**config.mk**
```make
export PLATFORM = sky130hd
export DESIGN_NAME = imem_loader_flat
export DESIGN_NICKNAME = d
export VERILOG_FILES = /design/src/rtl/imem_loader_if.sv /design/src/rtl/imem_loader.sv /design/src/flat_wrapper.sv
export SDC_FILE = /design/constraint.sdc
export NUM_CORES = 1
export LEC_CHECK = 0
export ABC_AREA = 1
export BUFFER_PORTS_ARGS = -buffer_cell sky130_fd_sc_hd__buf_2
export CORE_AREA = 2 2 136 138
export CTS_BUF_LIST = sky130_fd_sc_hd__clkbuf_4
export DETAILED_ROUTE_END_ITERATION = 7
export DIE_AREA = 0 0 138 140
export SYNTH_ARGS = -nofsm -noshare
export SYNTH_HDL_FRONTEND = slang
export SYNTH_SLANG_ARGS = --single-unit
```
**constraint.sdc**
```tcl
create_clock -name clk -period 5 [get_ports clk]
set_input_delay 0 -clock clk [delete_from_list [all_inputs] [get_ports clk]]
set_output_delay 0 -clock clk [all_outputs]
set_load 0.02 [all_outputs]
```
**src/rtl/imem_loader_if.sv**
```systemverilog
// imem_loader_if: byte-stream input and instruction-memory write port of the loader.
interface imem_loader_if;
    logic        s_valid;
    logic        s_ready;
    logic [7:0]  s_data;
    logic        s_last;
    logic        wr_en;
    logic [63:0] wr_addr;
    logic [31:0] wr_data;
    modport master (output s_valid, s_data, s_last, input s_ready, wr_en, wr_addr, wr_data);
    modport slave  (input s_valid, s_data, s_last, output s_ready, wr_en, wr_addr, wr_data);
endinterface

```
**src/rtl/imem_loader.sv**
```systemverilog
// imem_loader: assembles a little-endian byte stream into words, writes them to
// instruction memory, appends the 0xFFFFFFFF halt word, then releases the CPU.
module imem_loader #(
    parameter int MAX_WORDS = 1024,
    parameter int CNT_W     = 16
) (
    input  logic             clk,
    input  logic             reset,
    imem_loader_if.slave     bus,
    input  logic             i_reload,
    output logic             o_cpu_reset,
    output logic             o_done,
    output logic             o_error,
    output logic [CNT_W-1:0] o_word_count
);
    typedef enum logic [2:0] {LOAD, TERM, TERM_WR, DONE, ERROR} state_t;
    state_t           r_state;
    logic             r_s_ready;
    logic             r_wr_en;
    logic [63:0]      r_wr_addr;
    logic [31:0]      r_wr_data;
    logic             r_cpu_reset;
    logic             r_done;
    logic             r_error;
    logic [CNT_W-1:0] r_word_count;
    logic [1:0]       r_byte_idx;
    logic [23:0]      r_buf;
    logic             w_accept;
    logic             w_full;
    logic [63:0]      w_addr;
    assign w_accept = bus.s_valid & r_s_ready;
    assign w_full   = r_word_count == CNT_W'(MAX_WORDS - 1);
    assign w_addr   = {{(62 - CNT_W){1'b0}}, r_word_count, 2'b00};
    always_ff @(posedge clk or negedge reset) begin
        if (!reset) begin
            r_state      <= LOAD;
            r_s_ready    <= 1'b1;
            r_cpu_reset  <= 1'b1;
            r_wr_en      <= 1'b0;
            r_wr_addr    <= '0;
            r_wr_data    <= '0;
            r_done       <= 1'b0;
            r_error      <= 1'b0;
            r_word_count <= '0;
            r_byte_idx   <= '0;
            r_buf        <= '0;
        end else begin
            r_wr_en <= 1'b0;
            case (r_state)
                LOAD: if (w_accept) begin
                    // the terminator must still fit, so the last slot can never hold image data
                    if (w_full || (bus.s_last && r_byte_idx != 2'd3)) begin
                        r_state   <= ERROR;
                        r_s_ready <= 1'b0;
                        r_error   <= 1'b1;
                    end else begin
                        r_byte_idx <= r_byte_idx + 2'd1;
                        if (r_byte_idx == 2'd3) begin
                            r_wr_en      <= 1'b1;
                            r_wr_data    <= {bus.s_data, r_buf};
                            r_wr_addr    <= w_addr;
                            r_word_count <= r_word_count + 1'b1;
                            if (bus.s_last) begin
                                r_state   <= TERM;
                                r_s_ready <= 1'b0;
                            end
                        end else begin
                            r_buf[{r_byte_idx, 3'b000} +: 8] <= bus.s_data;
                        end
                    end
                end
                TERM: begin
                    r_wr_en   <= 1'b1;
                    r_wr_data <= 32'hFFFF_FFFF;
                    r_wr_addr <= w_addr;
                    r_state   <= TERM_WR;
                end
                TERM_WR: begin
                    r_state     <= DONE;
                    r_done      <= 1'b1;
                    r_cpu_reset <= 1'b0;
                end
                default: if (i_reload) begin
                    r_state      <= LOAD;
                    r_s_ready    <= 1'b1;
                    r_cpu_reset  <= 1'b1;
                    r_done       <= 1'b0;
                    r_error      <= 1'b0;
                    r_word_count <= '0;
                    r_byte_idx   <= '0;
                    r_wr_addr    <= '0;
                    r_wr_data    <= '0;
                end
            endcase
        end
    end
    assign bus.s_ready   = r_s_ready;
    assign bus.wr_en     = r_wr_en;
    assign bus.wr_addr   = r_wr_addr;
    assign bus.wr_data   = r_wr_data;
    assign o_cpu_reset   = r_cpu_reset;
    assign o_done        = r_done;
    assign o_error       = r_error;
    assign o_word_count  = r_word_count;
endmodule

```
**src/flat_wrapper.sv**
```systemverilog
// flat-port wrapper written by rule: the top's interface ports become plain ports
module imem_loader_flat 
#(
    parameter int MAX_WORDS = 1024,
    parameter int CNT_W     = 16
)
  (clk, reset, i_reload, o_cpu_reset, o_done, o_error, o_word_count, bus_s_valid, bus_s_data, bus_s_last, bus_s_ready, bus_wr_en, bus_wr_addr, bus_wr_data);
  imem_loader_if bus_i ();
  input  logic clk;
  input  logic reset;
  input  logic i_reload;
  output logic o_cpu_reset;
  output logic o_done;
  output logic o_error;
  output logic [CNT_W-1:0] o_word_count;
  input wire logic [$bits(bus_i.s_valid)-1:0] bus_s_valid;
  input wire logic [$bits(bus_i.s_data)-1:0] bus_s_data;
  input wire logic [$bits(bus_i.s_last)-1:0] bus_s_last;
  output wire logic [$bits(bus_i.s_ready)-1:0] bus_s_ready;
  output wire logic [$bits(bus_i.wr_en)-1:0] bus_wr_en;
  output wire logic [$bits(bus_i.wr_addr)-1:0] bus_wr_addr;
  output wire logic [$bits(bus_i.wr_data)-1:0] bus_wr_data;
  assign bus_i.s_valid = bus_s_valid;
  assign bus_i.s_data = bus_s_data;
  assign bus_i.s_last = bus_s_last;
  assign bus_s_ready = bus_i.s_ready;
  assign bus_wr_en = bus_i.wr_en;
  assign bus_wr_addr = bus_i.wr_addr;
  assign bus_wr_data = bus_i.wr_data;
  imem_loader #(.MAX_WORDS(MAX_WORDS), .CNT_W(CNT_W)) u_core (.clk(clk), .reset(reset), .bus(bus_i), .i_reload(i_reload), .o_cpu_reset(o_cpu_reset), .o_done(o_done), .o_error(o_error), .o_word_count(o_word_count));
endmodule
```
* After elaboration in Yosys (flattened, before gate mapping) *
Cells that the tools add are included.

storage, ports and cells
  bits in registers = 146
  input bits = 13
  output and inout bits = 117
  word-level logic and storage cells = 92

cells by class
  add/sub/neg operators = 3
  equality and inequality tests = 11
  shifts and indexed selects = 2
  muxes and demuxes = 42
  bitwise operators = 6
  reduce and logical (&&, ||, !) cells = 17

operators by type and width
  cell                      count
  $mux W64                  4
  $pmux W64 S3              1
  $mux W32                  4
  $pmux W32 S3              1
  $mux W16                  4
  $pmux W16 S2              1
  $bwmux W24                1
  $shift A8 B7 Y24 const A  1
  $shiftx A8 B7 Y24         1
  $add A16 B1 Y16 const B   1
  $eq A16 B10 Y1 const B    1
  $reduce_and A4 Y1         4
  $mux W3                   5
  $reduce_and A5 Y1         3
  $mux W1                   11
  $pmux W1 S2               5
  $pmux W3 S3               1
  $neg A5 Y7                1
  $mux W2                   3
  $ne A2 B1 Y1 const B      3
  $not A1 Y1                5
  $ne A2 B2 Y1 const B      2
  $pmux W2 S2               1
  $reduce_bool A2 Y1        2
  14 further kinds          15

* Depth between registers and ports, before layout *
Gate-level depths: netlist (run 1).

  word-level depth = 6
  depth in mapped cells = 12

* Least setup slack after synthesis (run 1) *
OpenSTA, ideal clock, no wires.

  path type = register to register
  start = reg u_core.r_word_count[0], in the netlist u_core.o_word_count[0]
  end = reg u_core.r_wr_data[10], in the netlist u_core.bus.wr_data[10]
  setup time = 0.123 ns
  arrival time = 1.691 ns
  required time = 4.877 ns
  setup slack = 3.186 ns
  stages on the path, launching flop included = 10
  path buffers = 1
  clock period less this slack = 1.814 ns
  cell sequence = dfrtp_1 > ha_1 > nand3_4 > nor2_4 > nand2_2 > nand2_4 > nand2_4 > nand3_4 > buf_2 > o21ai_2

on the way
  word-level cells in the longest chain between the ends = 4

RTL lines
  what                                RTL line           source
  start, declared                     imem_loader.sv:25  logic [CNT_W-1:0] r_word_count;
  start signal, assigned              imem_loader.sv:62  r_word_count <= r_word_count + 1'b1;
  $eq A16 B10 Y1                      imem_loader.sv:32  assign w_full = r_word_count == CNT_W'(MAX_WORDS - 1);
  $logic_or A1 B1 Y1                  imem_loader.sv:52  if (w_full || (bus.s_last && r_byte_idx != 2'd3)) begin
  $ne A2 B2 Y1 (no source line)       -
  $reduce_and A5 Y1 (no source line)  -
  end signal, assigned                imem_loader.sv:60  r_wr_data <= {bus.s_data, r_buf};
  end, declared                       imem_loader.sv:21  logic [31:0] r_wr_data;

No other way between the ends.
A chain may end at the register's enable or synchronous reset.

* Worst setup path after layout (run 1) *
  start = reg u_core.r_state[0]
  end = reg u_core.r_wr_addr[16], in the netlist u_core.bus.wr_addr[16]

on the way
  word-level cells in the longest chain between the ends = 3
  elaborated cells between the ends (all ways) = 10
  those cells by class = eq/ne (5); mux (1); bitwise (1); reduce/logical (3)

RTL lines
  what                                                               RTL line           source
  start, declared                                                    imem_loader.sv:17  state_t r_state;
  start signal, assigned                                             imem_loader.sv:36  r_state <= LOAD;
  start signal, assigned                                             imem_loader.sv:53  r_state <= ERROR;
  start signal, assigned                                             imem_loader.sv:64  r_state <= TERM;
  $eq A3 B1 Y1, or another cell as far along                         imem_loader.sv:49  case (r_state)
  $reduce_bool A3 Y1 (no source line), or another cell as far along  -
  $reduce_and A5 Y1 (no source line)                                 -
  end signal, assigned                                               imem_loader.sv:61  r_wr_addr <= w_addr;
  end signal, assigned                                               imem_loader.sv:75  r_wr_addr <= w_addr;
  end, declared                                                      imem_loader.sv:20  logic [63:0] r_wr_addr;

Parallel ways exist; a longest one is shown, timed or not.

==> results of run 1 <==
what timing repair did:
item / CTS / global route
setup buffers: 0 / 0
endpoints found under the hold margin: 73 / 0
hold buffers: 12 / 0
resized for setup: 0 / 0
flip-flops by register name (all words and copies together) (netlist names):
signal and flops:
u_core.bus.wr_addr 16, u_core.o_word_count 16, u_core.r_buf 24, u_core.r_state 3, u_core.o_done 1, u_core.o_cpu_reset 1, u_core.r_byte_idx 2, u_core.o_error 1
u_core.bus.wr_en 1, u_core.bus.wr_data 32, u_core.bus.s_ready 1
how the worst min path moves through the flow:
stage | from | endpoint | slack, ns | depth (start not counted)
global placement | reset | u_core.o_word_count[9]$_DFFE_PN0P_ | -0.002 | 1
CTS | reset | u_core.o_word_count[11]$_DFFE_PN0P_ | 0.02 | 2
floorplan | reset | u_core.bus.wr_addr[10]$_DFFE_PN0P_ | -0.30 | 0
global route | reset | u_core.o_word_count[11]$_DFFE_PN0P_ | 0.04 | 2
detailed placement | reset | u_core.o_word_count[11]$_DFFE_PN0P_ | 0.002 | 1
finish | reset | u_core.o_word_count[11]$_DFFE_PN0P_ | 0.03 | 2
cell type report:
type	instances	share of cell area, %
flip-flops and latches	98	41.9
repair buffers	97	9.53
diodes	1	0.0427
clock buffers	9	1.15
clock inverters	7	0.876
inverters	28	1.79
multi-input cells	463	39.8
well taps	229	4.89
layout by cell type (no fill, tap or decap), types with 13 or more instances in the layout:
master / netlist / layout
sky130_fd_sc_hd__buf_2: 4 / 80
sky130_fd_sc_hd__conb_1: 1 / 48
sky130_fd_sc_hd__dfrtp_1: 96 / 96
sky130_fd_sc_hd__inv_1: 21 / 21
sky130_fd_sc_hd__nand2_1: 193 / 193
sky130_fd_sc_hd__nand3_1: 24 / 24
sky130_fd_sc_hd__nand4_1: 13 / 13
sky130_fd_sc_hd__nor2_1: 35 / 34
sky130_fd_sc_hd__o21ai_0: 44 / 44
sky130_fd_sc_hd__o21ai_1: 20 / 20
sky130_fd_sc_hd__o21ai_2: 40 / 40
metal layers:
| layer | vias up | GRT usage, % |
|---|---|---|
| met4 | 0 | 4.08 |
| met3 | 18 | 2.74 |
| met5 | - | 0 |
| met1 | 1831 | 17.1 |
| li1 | 2074 | - |
| met2 | 85 | 19.9 |
logic make-up after synthesis:
group                      count (synthesis)  share of synthesized area [%]
adders and majority gates                  6                           1.43
DFF                                       98                           46.8
AOI/OAI and AO/OA                        115                           14.2
xor gates and xnor gates                   2                          0.334
and+or+nand+nor                          292                           25.0
buffers and inverters                    104                           12.2
other                                      1                         0.0715
through the flow:
stage               instance area (um2)  cells  hold slack [ns]
CTS                                5850    931           0.0243
global route                       5860    932           0.0428
floorplan                          5420    665           -0.296
finish                             5860    932           0.0273
detailed placement                 5620    903          0.00201
global placement                   5620    903         -0.00212
power by group:
part           switching (mW)  internal, mW
Clock                   0.285         0.107
Combinational           0.946         0.355
Sequential              0.113         0.966
Total                    1.34          1.43
==> flow_summary.rst, run 1 <==
.. list-table::
   :header-rows: 1

   * - Metric
     - Value
   * - Per-cell routed wire length
     - 12.8 um
   * - Final number of max-transition violations
     - 0
   * - Worst Hold Class
     - in -> async
   * - Worst slack at placement
     - 2.07 ns
   * - Leakage power summed over all cells
     - 2.91 nW
   * - Area enclosed by the die boundary
     - 0.0193 mm2
   * - Top routing layer in use
     - met4
   * - Synth area leaders
     - sky130_fd_sc_hd__dfrtp_1 46%, sky130_fd_sc_hd__nand2_1 14%, sky130_fd_sc_hd__buf_4 7.4%
   * - Nets@finish
     - 716
   * - Startpoint of the worst-slack reg-to-reg timing path
     - u_core.r_state[0]$_DFFE_PN0P_
   * - Slowest-stage cell, CP
     - sky130_fd_sc_hd__dfrtp_1
   * - Clock edge transition at the registers on the reported setup and hold paths
     - 0.16 ns
   * - Number of hold-slack violations in the final timing report
     - 0
   * - Commonest register cell after synthesis
     - sky130_fd_sc_hd__dfrtp_1
   * - Final count of negative-setup-slack endpoints
     - 0
   * - Total of max-cap violations
     - 0
   * - Critical Path Source Type
     - register
   * - R2R Setup Slk
     - 2.03 ns
   * - Clk root buf
     - sky130_fd_sc_hd__clkbuf_4
   * - Critical path cell sequence
     - buf_4, inv_1, nand3_2, nand2_1, a21oi_2, nand3_4, buf_4, nand2_1, o21ai_2
   * - TritonRoute pass-1 iters
     - 4
   * - Length of routed met3 wiring
     - 496 um
   * - Power density cells
     - 473 mW/mm2
   * - Number of buffers created by CTS
     - 9
   * - Arrival time worst endpoint
     - 3.31 ns
   * - Endpoint of the worst setup timing path
     - u_core.bus.wr_addr[16]$_DFFE_PN0P_
   * - Average instance area after synthesis
     - 8.49 um2
   * - Setup repair after global routing missed its margin
     - false
   * - Via count
     - 4008
   * - Wire length on met2
     - 5.48 mm
   * - Slew at the pin closest to its max-slew limit
     - 0.791 ns
   * - Area growth from synthesis to layout
     - 11.7%
   * - Number of buffers between clock root and the deepest sink
     - 2
   * - Cell count along the critical path
     - 9
   * - Clock period minus worst slack
     - 2.97 ns
   * - Run status
     - complete, no violations
   * - Number of library cell types mapped by synthesis
     - 39
   * - Buf+Inv Stages, Crit Path
     - 3
   * - Initial detailed-routing violation count
     - 256
   * - Cell type with the largest total area after synthesis
     - sky130_fd_sc_hd__dfrtp_1
   * - R2r endpoint
     - u_core.bus.wr_addr[16]$_DFFE_PN0P_
   * - Die span in x
     - 138 um
   * - Remaining Overflow, GRT
     - 0
   * - Area taken by flip-flops and latches
     - 0.00245 mm2
   * - Fraction of the core area covered by cells at the end of the flow
     - 32.9%
   * - Wire length of the first global-routing pass
     - 19.8 mm
   * - Clock skew
     - 0.0213 ns
   * - Remaining antenna violation count
     - 0
   * - Fraction of the cycle the final worst path needs
     - 59.4%
   * - Data required, critical path
     - 5.34 ns
   * - Vias in the first global route
     - 3749
   * - Layout cell share with drive strength beyond 1
     - 24.6%
   * - Clock sink total
     - 98
   * - Overall Global Routing Usage
     - 12.6%
   * - Antenna violations before repair
     - 1
   * - Type of the worst setup path
     - reg -> reg
   * - Top cells by instance count after synthesis
     - 193 x sky130_fd_sc_hd__nand2_1, 96 x sky130_fd_sc_hd__dfrtp_1, 52 x sky130_fd_sc_hd__buf_4
   * - Total power draw
     - 2.77 mW
   * - Number of fillers in the final layout
     - 1886
   * - FMAX
     - 337 MHz
   * - Setup TNS
     - 0 ns
   * - DRT Wirelength
     - 11.9 mm
   * - Y dimension of the die
     - 140 um
   * - Most frequent cell after synthesis
     - sky130_fd_sc_hd__nand2_1
   * - Max Fanout on Critical Path
     - 64
   * - Critical path's top delay family
     - buffers and inverters
   * - Maximum level of the CTS H-tree
     - 3
   * - Routability congestion estimate
     - 0.809
   * - Wire length on met1
     - 5.76 mm
   * - DP HPWL
     - 8.49 mm
   * - Port buffer count
     - 81
   * - Crit. End Element
     - register
   * - Smallest setup slack after layout
     - 2.03 ns
   * - Relative max-transition margin
     - 47.3%
   * - Max rail drop VDD
     - 0.173 mV
   * - Sequential area share after synthesis
     - 46.8%
   * - Number of enable-type register cells in the synthesized netlist
     - 0
   * - TritonCTS clock tree
     - built
   * - Initial core utilization
     - 29.5%
   * - DRC Markers
     - 0
   * - Total standard cell area after synthesis
     - 0.00525 mm2
   * - Pin count of the biggest net entering global routing
     - 65
   * - Critical Path Max Stage Delay
     - 0.70 ns
   * - Top-area cell type share of the netlist area
     - 45.8%
   * - Area of the core region
     - 0.0178 mm2
   * - Area of the multi-input gates
     - 0.00233 mm2
   * - Io pins
     - 130
   * - Mean number of vias per cell
     - 4.30
   * - Worst-case reg-to-reg path depth
     - 9
   * - Row Count
     - 49
   * - Worst setup startpoint
     - u_core.r_state[0]$_DFFE_PN0P_
   * - Clk Latency, worst-skew pair
     - 0.46 ns
   * - Fraction of registers with async set or reset after synthesis
     - 100%
   * - Number of instances in the synthesized netlist
     - 618
   * - Synth warn
     - 0
   * - Number of flip-flops and latches in the synthesized netlist
     - 98
No activity file was read; power rests on OpenSTA's default activity.
==> run 2: changes to the inputs <==
==> constraint.sdc (replaced) <==
create_clock -name clk -period 3.1 [get_ports clk]
set_input_delay 0 -clock clk [delete_from_list [all_inputs] [get_ports clk]]
set_output_delay 0 -clock clk [all_outputs]
set_load 0.02 [all_outputs]
==> run 2 against run 1 <==
Power increased by 64%. Combinational power rose by 66%. Global-route usage is 0.12 points lower. Worst hold slack better by 0.043 ns. Sequential power is 60% higher. Largest power group unchanged. Sequential cell count stayed put. Clock power up 66%. Die area unchanged. Clock skew is 0.00096 ns higher. Via count rose by 1.7%. Highest routed layer unchanged.
==> flow_summary.rst, run 2 (synthesized netlist as in run 1, its figures left out) <==
.. list-table::
   :header-rows: 1

   * - Metric
     - Value
   * - Worst Hold Class
     - in -> reg (was in -> async)
   * - Via count
     - 4075 (was 4008)
   * - Remaining Overflow, GRT
     - 0 (unchanged)
   * - Net switching fraction of the power
     - 48.4% (was 48.5%)
   * - Area of the core region
     - 0.0178 mm2 (unchanged)
   * - Number of buffers created by CTS
     - 9 (unchanged)
   * - TritonCTS clock tree
     - built (unchanged)
   * - Per-cell routed wire length
     - 12.8 um (about the same)
   * - Setup TNS
     - 0 ns (unchanged)
   * - Startpoint of the tightest hold check path
     - bus_s_valid
   * - DRT Wirelength
     - 12.0 mm (was 11.9 mm)
   * - Dpl cell area
     - 0.00566 mm2 (was 0.00562 mm2)
   * - Number of fillers in the final layout
     - 1889 (was 1886)
   * - Arrival time worst endpoint
     - 2.55 ns (was 3.31 ns)
   * - CTS hold repair buffers
     - 11 (was 12)
   * - Clock skew
     - 0.0222 ns (was 0.0213 ns)
   * - Slew at the pin closest to its max-slew limit
     - 0.916 ns (was 0.791 ns)
   * - Area enclosed by the die boundary
     - 0.0193 mm2 (unchanged)
   * - Fraction of the cycle the final worst path needs
     - 70.6% (was 59.4%)
   * - Relative max-transition margin
     - 38.9% (was 47.3%)
   * - Mean number of vias per cell
     - 4.36 (was 4.30)
   * - R2R Setup Slk
     - 0.91 ns (was 2.03 ns)
   * - Wire length of the first global-routing pass
     - 19.9 mm (was 19.8 mm)
   * - Max Fanout on Critical Path
     - 26 (was 64)
   * - Max rail drop VDD
     - 0.394 mV (was 0.173 mV)
   * - Worst setup startpoint
     - u_core.o_word_count[0]$_DFFE_PN0P_ (was u_core.r_state[0]$_DFFE_PN0P_)
   * - Layout cell share with drive strength beyond 1
     - 25.2% (was 24.6%)
   * - Pin count of the biggest net entering global routing
     - 71 (was 65)
   * - Number of hold-slack violations in the final timing report
     - 0 (unchanged)
   * - Setup fix buffers added after clock tree synthesis
     - 0 (unchanged)
   * - Resized cells post-CTS
     - 0 (unchanged)
   * - Smallest setup slack after layout
     - 0.912 ns (was 2.03 ns)
   * - Most common cell after layout, fill and taps aside
     - sky130_fd_sc_hd__nand2_1 (unchanged)
   * - Critical Path Source Type
     - register (unchanged)
   * - Remaining antenna violation count
     - 0 (unchanged)
   * - DP HPWL
     - 8.58 mm (was 8.49 mm)
   * - Clock period minus worst slack
     - 2.19 ns (was 2.97 ns)
   * - Internal power of the cells
     - 2.34 mW (was 1.43 mW)
   * - Number of buffers between clock root and the deepest sink
     - 2 (unchanged)
   * - Nets@finish
     - 719 (was 716)
   * - Clk Latency, worst-skew pair
     - 0.46 ns (about the same)
   * - Total of max-cap violations
     - 0 (unchanged)
   * - TritonRoute pass-1 iters
     - 4 (unchanged)
   * - Initial detailed-routing violation count
     - 256 (unchanged)
   * - Die span in x
     - 138 um (unchanged)
   * - Worst slack at placement
     - 0.924 ns (was 2.07 ns)
   * - Largest register FFs
     - 32 (unchanged)
   * - Overall Global Routing Usage
     - 12.4% (was 12.6%)
   * - Fraction of the core area covered by cells at the end of the flow
     - 33.2% (was 32.9%)
   * - Initial core utilization
     - 29.5% (unchanged)
   * - Setup repair after global routing missed its margin
     - false (unchanged)
   * - Final count of negative-setup-slack endpoints
     - 0 (unchanged)
   * - FMAX
     - 457 MHz (was 337 MHz)
   * - Share of power burned in combinational logic
     - 47.5% (was 46.9%)
   * - DRC Markers
     - 0 (unchanged)
   * - Relative contribution of the clock network to total power
     - 14.4% (was 14.2%)
   * - Maximum level of the CTS H-tree
     - 3 (unchanged)
   * - Crit. End Element
     - register (unchanged)
   * - Area growth from synthesis to layout
     - 12.4% (was 11.7%)
   * - Final number of max-transition violations
     - 0 (unchanged)
   * - Clk root buf
     - sky130_fd_sc_hd__clkbuf_4 (unchanged)
   * - Switching Power
     - 2.19 mW (was 1.34 mW)
   * - Clock edge transition at the registers on the reported setup and hold paths
     - 0.17 ns (was 0.16 ns)
   * - Routability congestion estimate
     - 0.831 (was 0.809)
   * - Io pins
     - 130 (unchanged)
   * - Antenna violations before repair
     - 1 (unchanged)
   * - Port buffer count
     - 81 (unchanged)
   * - Power density cells
     - 769 mW/mm2 (was 473 mW/mm2)
   * - Run status
     - complete, no violations (unchanged)
   * - Row Count
     - 49 (unchanged)
   * - Share of power burned in registers
     - 38.1% (was 38.9%)
   * - Leakage power summed over all cells
     - 2.94 nW (was 2.91 nW)
   * - Type of the worst setup path
     - reg -> reg (unchanged)
   * - Startpoint of the worst-slack reg-to-reg timing path
     - u_core.o_word_count[0]$_DFFE_PN0P_ (was u_core.r_state[0]$_DFFE_PN0P_)
   * - Clock sink total
     - 98 (unchanged)
   * - Commonest cells after routing, fill and taps aside
     - 193 x sky130_fd_sc_hd__nand2_1, 96 x sky130_fd_sc_hd__dfrtp_1, 80 x sky130_fd_sc_hd__buf_2 (unchanged)
   * - Final std cell area, no fill
     - 0.00590 mm2 (was 0.00586 mm2)
   * - Y dimension of the die
     - 140 um (unchanged)
   * - Vias in the first global route
     - 3883 (was 3749)
   * - Data required, critical path
     - 3.46 ns (was 5.34 ns)
run 2: cell types whose count changed in the layout (fill, tap and decap cells not counted), sizes merged:
cell and delta:
dlygate4sd3 -1, clkinv +1, buf +4, clkinvlp -1
run 2: cell type report:
type	instances	area, um2	share of cell area, %
Clock buffer	9	67.6	1.15
Inverter	28	105	1.78
Clock inverter	7	58.8	0.997
Sequential cell	98	2450	41.6
Timing Repair Buffer	100	591	10.0
Antenna cell	1	2.50	0.0424
Tap cell	229	287	4.86
Multi-Input combinational cell	463	2330	39.5
run 2: final timing paths:
path | endpoint | depth (start not counted)
hold reg to reg | u_core.bus.s_ready$_DFFE_PN1P_ | 2
min in group asynchronous | u_core.o_word_count[7]$_DFFE_PN0P_ | 2
setup / recovery | u_core.bus.wr_data[4]$_DFFE_PN0P_ | 9
max in group asynchronous | u_core.bus.wr_data[30]$_DFFE_PN0P_ | 3
hold / removal | u_core.bus.wr_en$_DFF_PN0_ | 5
setup reg to reg | u_core.bus.wr_data[4]$_DFFE_PN0P_ | 9
run 2: per-layer routing:
metal / GRT usage (%) / routed length (um) / share of wire, % / up-vias
met5: 0 / 0 / 0 / -
met1: 17.0 / 5800 / 49 / 1898
met3: 2.50 / 448 / 3.7 / 10
met2: 19.7 / 5530 / 46 / 85
met4: 4.19 / 174 / 1.5 / 0
li1: - / - / - / 2082
run 2: critical path, stage by stage, from the launching register on:
cell and delay [ns]:
sky130_fd_sc_hd__dfrtp_1 0.47, sky130_fd_sc_hd__ha_1 0.32, sky130_fd_sc_hd__nand3_4 0.13, sky130_fd_sc_hd__nor2_4 0.16, sky130_fd_sc_hd__nand2_2 0.10, sky130_fd_sc_hd__nand2_4 0.10
sky130_fd_sc_hd__nand2_4 0.07, sky130_fd_sc_hd__nand3_4 0.27, sky130_fd_sc_hd__buf_4 0.33, sky130_fd_sc_hd__o21ai_0 0.11
run 2: through the flow:
step	hold slack (ns)	cells	total power, mW
CTS	0.0550	934	4.61
finish	0.0706	935	4.54
global placement	0.199	907	3.91
floorplan	-0.296	665	3.50
detailed placement	0.191	907	3.94
global route	0.114	935	4.92
run 2: power groups by stage:
| stage | clock network [mW] | registers, mW | logic (mW) |
|---|---|---|---|
| CTS | 0.676 | 1.74 | 2.19 |
| detailed placement | 0 | 1.76 | 2.17 |
| global route | 0.731 | 1.77 | 2.42 |
| global placement | 0 | 1.76 | 2.15 |
| floorplan | 0 | 1.95 | 1.55 |
| finish | 0.652 | 1.73 | 2.16 |
==> run 3: changes to the inputs <==
==> constraint.sdc (replaced) <==
create_clock -name clk -period 1.9 [get_ports clk]
set_input_delay 0 -clock clk [delete_from_list [all_inputs] [get_ports clk]]
set_output_delay 0 -clock clk [all_outputs]
set_load 0.02 [all_outputs]
==> run 3 against run 2 <==
Clock-buffer cell count did not move. Global-route usage up 0.37 points. Non-clock buffer count is 18 higher. Wire length up 4.0%. Utilization grew 1.3 points. Sequential power rose by 62%. Combinational power rose by 76%. Sequential share of layout area decreased by 1.5 points. Critical path type unchanged. Largest cell class unchanged.
==> flow_summary.rst, run 3 (synthesized netlist as in run 1, its figures left out) <==
.. list-table::
   :header-rows: 1

   * - Metric
     - Value
   * - Run status
     - complete, no violations (unchanged)
   * - Initial detailed-routing violation count
     - 254 (was 256)
   * - Setup TNS
     - 0 ns (unchanged)
   * - Final count of negative-setup-slack endpoints
     - 0 (unchanged)
   * - Mean number of vias per cell
     - 4.35 (was 4.36)
   * - Relative max-transition margin
     - 62.7% (was 38.9%)
   * - Slowest-stage cell, CP
     - sky130_fd_sc_hd__dfrtp_1 (unchanged)
   * - Worst Hold Class
     - in -> reg (unchanged)
   * - FMAX
     - 567 MHz (was 457 MHz)
   * - Relative contribution of the clock network to total power
     - 15.2% (was 14.4%)
   * - Initial core utilization
     - 29.5% (unchanged)
   * - DP HPWL
     - 8.82 mm (was 8.58 mm)
   * - Number of fillers in the final layout
     - 1877 (was 1889)
   * - Leakage power summed over all cells
     - 3.07 nW (was 2.94 nW)
   * - Smallest setup slack after layout
     - 0.135 ns (was 0.912 ns)
   * - Clock skew
     - 0.0269 ns (was 0.0222 ns)
   * - Post-Route Hold Slack
     - 0.0265 ns (was 0.0706 ns)
   * - Clk root buf
     - sky130_fd_sc_hd__clkbuf_4 (unchanged)
   * - Internal power of the cells
     - 4.14 mW (was 2.34 mW)
   * - Vias in the first global route
     - 3808 (was 3883)
   * - Fraction of the core area covered by cells at the end of the flow
     - 34.4% (was 33.2%)
   * - Total of max-cap violations
     - 0 (unchanged)
   * - Layout cell share with drive strength beyond 1
     - 27.4% (was 25.2%)
   * - DRC Markers
     - 0 (unchanged)
   * - Io pins
     - 130 (unchanged)
   * - Overall Global Routing Usage
     - 12.8% (was 12.4%)
   * - Routability congestion estimate
     - 0.812 (was 0.831)
   * - Data required, critical path
     - 2.33 ns (was 3.46 ns)
   * - Clock period minus worst slack
     - 1.76 ns (was 2.19 ns)
   * - Max rail drop VDD
     - 0.772 mV (was 0.394 mV)
   * - Switching Power
     - 3.66 mW (was 2.19 mW)
   * - Number of buffers between clock root and the deepest sink
     - 2 (unchanged)
   * - Remaining antenna violation count
     - 0 (unchanged)
   * - Area of the core region
     - 0.0178 mm2 (unchanged)
   * - Worst slack at placement
     - 0.0814 ns (was 0.924 ns)
   * - Total power draw
     - 7.80 mW (was 4.54 mW)
   * - TritonRoute pass-1 iters
     - 4 (unchanged)
   * - Area growth from synthesis to layout
     - 16.7% (was 12.4%)
   * - Power density cells
     - 1270 mW/mm2 (was 769 mW/mm2)
   * - Largest register FFs
     - 32 (unchanged)
   * - Worst-case reg-to-reg path depth
     - 8 (was 9)
   * - Die span in x
     - 138 um (unchanged)
   * - Maximum level of the CTS H-tree
     - 3 (unchanged)
   * - Area enclosed by the die boundary
     - 0.0193 mm2 (unchanged)
   * - Port buffer count
     - 81 (unchanged)
   * - R2r endpoint
     - u_core.r_buf[9]$_DFFE_PN0P_ (was u_core.bus.wr_data[4]$_DFFE_PN0P_)
   * - Clk Latency, worst-skew pair
     - 0.48 ns (was 0.46 ns)
   * - Startpoint of the worst-slack reg-to-reg timing path
     - u_core.r_byte_idx[0]$_DFFE_PN0P_ (was u_core.o_word_count[0]$_DFFE_PN0P_)
   * - Y dimension of the die
     - 140 um (unchanged)
   * - DRT Wirelength
     - 12.4 mm (was 12.0 mm)
   * - Share of power burned in registers
     - 36.1% (was 38.1%)
   * - Pin count of the biggest net entering global routing
     - 99 (was 71)
   * - Critical path cell sequence
     - ha_1, inv_1, nand2_2, nor2_4, nand3_2, inv_2, nand2_1, nand2_1 (was ha_1, nand3_4, nor2_4, nand2_2, nand2_4, nand2_4, nand3_4, buf_4, o21ai_0)
   * - Share of power burned in combinational logic
     - 48.7% (was 47.5%)
   * - Number of hold-slack violations in the final timing report
     - 0 (unchanged)
   * - Remaining Overflow, GRT
     - 0 (unchanged)
   * - Wire length of the first global-routing pass
     - 20.1 mm (was 19.9 mm)
   * - Setup repair after global routing missed its margin
     - false (unchanged)
   * - Nets@finish
     - 738 (was 719)
   * - Net switching fraction of the power
     - 46.9% (was 48.4%)
   * - Critical Path Max Stage Delay
     - 0.49 ns (was 0.47 ns)
   * - Clock sink total
     - 98 (unchanged)
   * - Antenna violations before repair
     - 1 (unchanged)
   * - TritonCTS clock tree
     - built (unchanged)
   * - Worst Hold Depth
     - 5 (unchanged)
   * - Per-cell routed wire length
     - 13.0 um (was 12.8 um)
   * - Worst min-delay path endpoint
     - u_core.o_word_count[1]$_DFFE_PN0P_ (was u_core.bus.wr_en$_DFF_PN0_)
   * - Commonest cells after routing, fill and taps aside
     - 192 x sky130_fd_sc_hd__nand2_1, 96 x sky130_fd_sc_hd__dfrtp_1, 80 x sky130_fd_sc_hd__buf_2 (was 193 x sky130_fd_sc_hd__nand2_1, 96 x sky130_fd_sc_hd__dfrtp_1, 80 x sky130_fd_sc_hd__buf_2)
   * - Row Count
     - 49 (unchanged)
   * - Critical Path Source Type
     - register (unchanged)
   * - Number of buffers created by CTS
     - 9 (unchanged)
   * - Type of the worst setup path
     - reg -> reg (unchanged)
   * - Most common cell after layout, fill and taps aside
     - sky130_fd_sc_hd__nand2_1 (unchanged)
   * - Crit. End Element
     - register (unchanged)
   * - Final number of max-transition violations
     - 0 (unchanged)
   * - Slew at the pin closest to its max-slew limit
     - 0.560 ns (was 0.916 ns)
   * - Max Fanout on Critical Path
     - 9 (was 26)
   * - R2R Setup Slk
     - 0.14 ns (was 0.91 ns)
   * - Clock edge transition at the registers on the reported setup and hold paths
     - 0.17 ns (about the same)
   * - Fraction of the cycle the final worst path needs
     - 92.9% (was 70.6%)
   * - Via count
     - 4150 (was 4075)
   * - Arrival time worst endpoint
     - 2.20 ns (was 2.55 ns)
   * - Startpoint of the tightest hold check path
     - bus_s_valid (unchanged)
   * - Most frequent CP cell
     - sky130_fd_sc_hd__nand2_1
-- run 3: worst max path at each step --
stage | from | to | slack (ns)
final | u_core.r_byte_idx[0]$_DFFE_PN0P_ | u_core.r_buf[9]$_DFFE_PN0P_ | 0.14
after global routing | u_core.o_word_count[1]$_DFFE_PN0P_ | u_core.bus.wr_data[27]$_DFFE_PN0P_ | 0.01
after CTS | u_core.bus.s_ready$_DFFE_PN1P_ | u_core.o_word_count[8]$_DFFE_PN0P_ | 0.06
after detailed placement | u_core.bus.s_ready$_DFFE_PN1P_ | u_core.o_word_count[15]$_DFFE_PN0P_ | 0.08
after global placement | u_core.bus.s_ready$_DFFE_PN1P_ | u_core.o_word_count[13]$_DFFE_PN0P_ | 0.1
after floorplan | u_core.o_word_count[0]$_DFFE_PN0P_ | u_core.bus.wr_data[10]$_DFFE_PN0P_ | 0.09
-- run 3: power by group through the flow --
stage                     clock [mW]  combinational (mW)  sequential [mW]
after global routing            1.30                4.21             2.88
final                           1.18                3.80             2.81
after detailed placement           0                3.76             2.86
after floorplan                    0                2.53             3.18
after global placement             0                3.72             2.86
after CTS                       1.24                3.79             2.82
-- run 3: cell type report --
class	instances	area, um2	share of cell area, %
inverter	28	105	1.72
antenna	1	2.50	0.0409
timing repair buffer	118	776	12.7
clock inverter	6	75.1	1.23
sequential	98	2450	40.1
multi-input combinational	464	2350	38.5
clock buffer	9	67.6	1.10
tap	229	287	4.68
-- run 3: per-layer routing --
layer,wire length [um],up-vias,GRT usage (%),share of wire (%)
li1,-,2123,-,-
met1,6110,1926,18.0,49
met2,5710,91,19.7,46
met3,471,10,2.50,3.8
met4,141,0,4.56,1.1
met5,0,-,0,0
-- run 3: what timing repair did --
action / 4_1_cts / 5_1_grt
setup buffers: 0 / 0
hold endpoints to repair: 136 / 0
gates resized for setup: 0 / 3
hold buffers: 11 / 0
endpoints found under the setup margin: 0 / 57
-- run 3: per-stage QoR --
stage / cell area, um2 / cells
after global placement: 5840 / 925
after CTS: 6100 / 951
after floorplan: 5420 / 665
final: 6120 / 953
after global routing: 6120 / 953
after detailed placement: 5840 / 925
-- run 3: critical path, delay by kind of cell (launching register included) --
kind / cells / cell delay [ns]
and+or+nand+nor: 5 / 0.71
adders and majority gates: 1 / 0.26
buffers and inverters: 2 / 0.27
DFF: 1 / 0.49
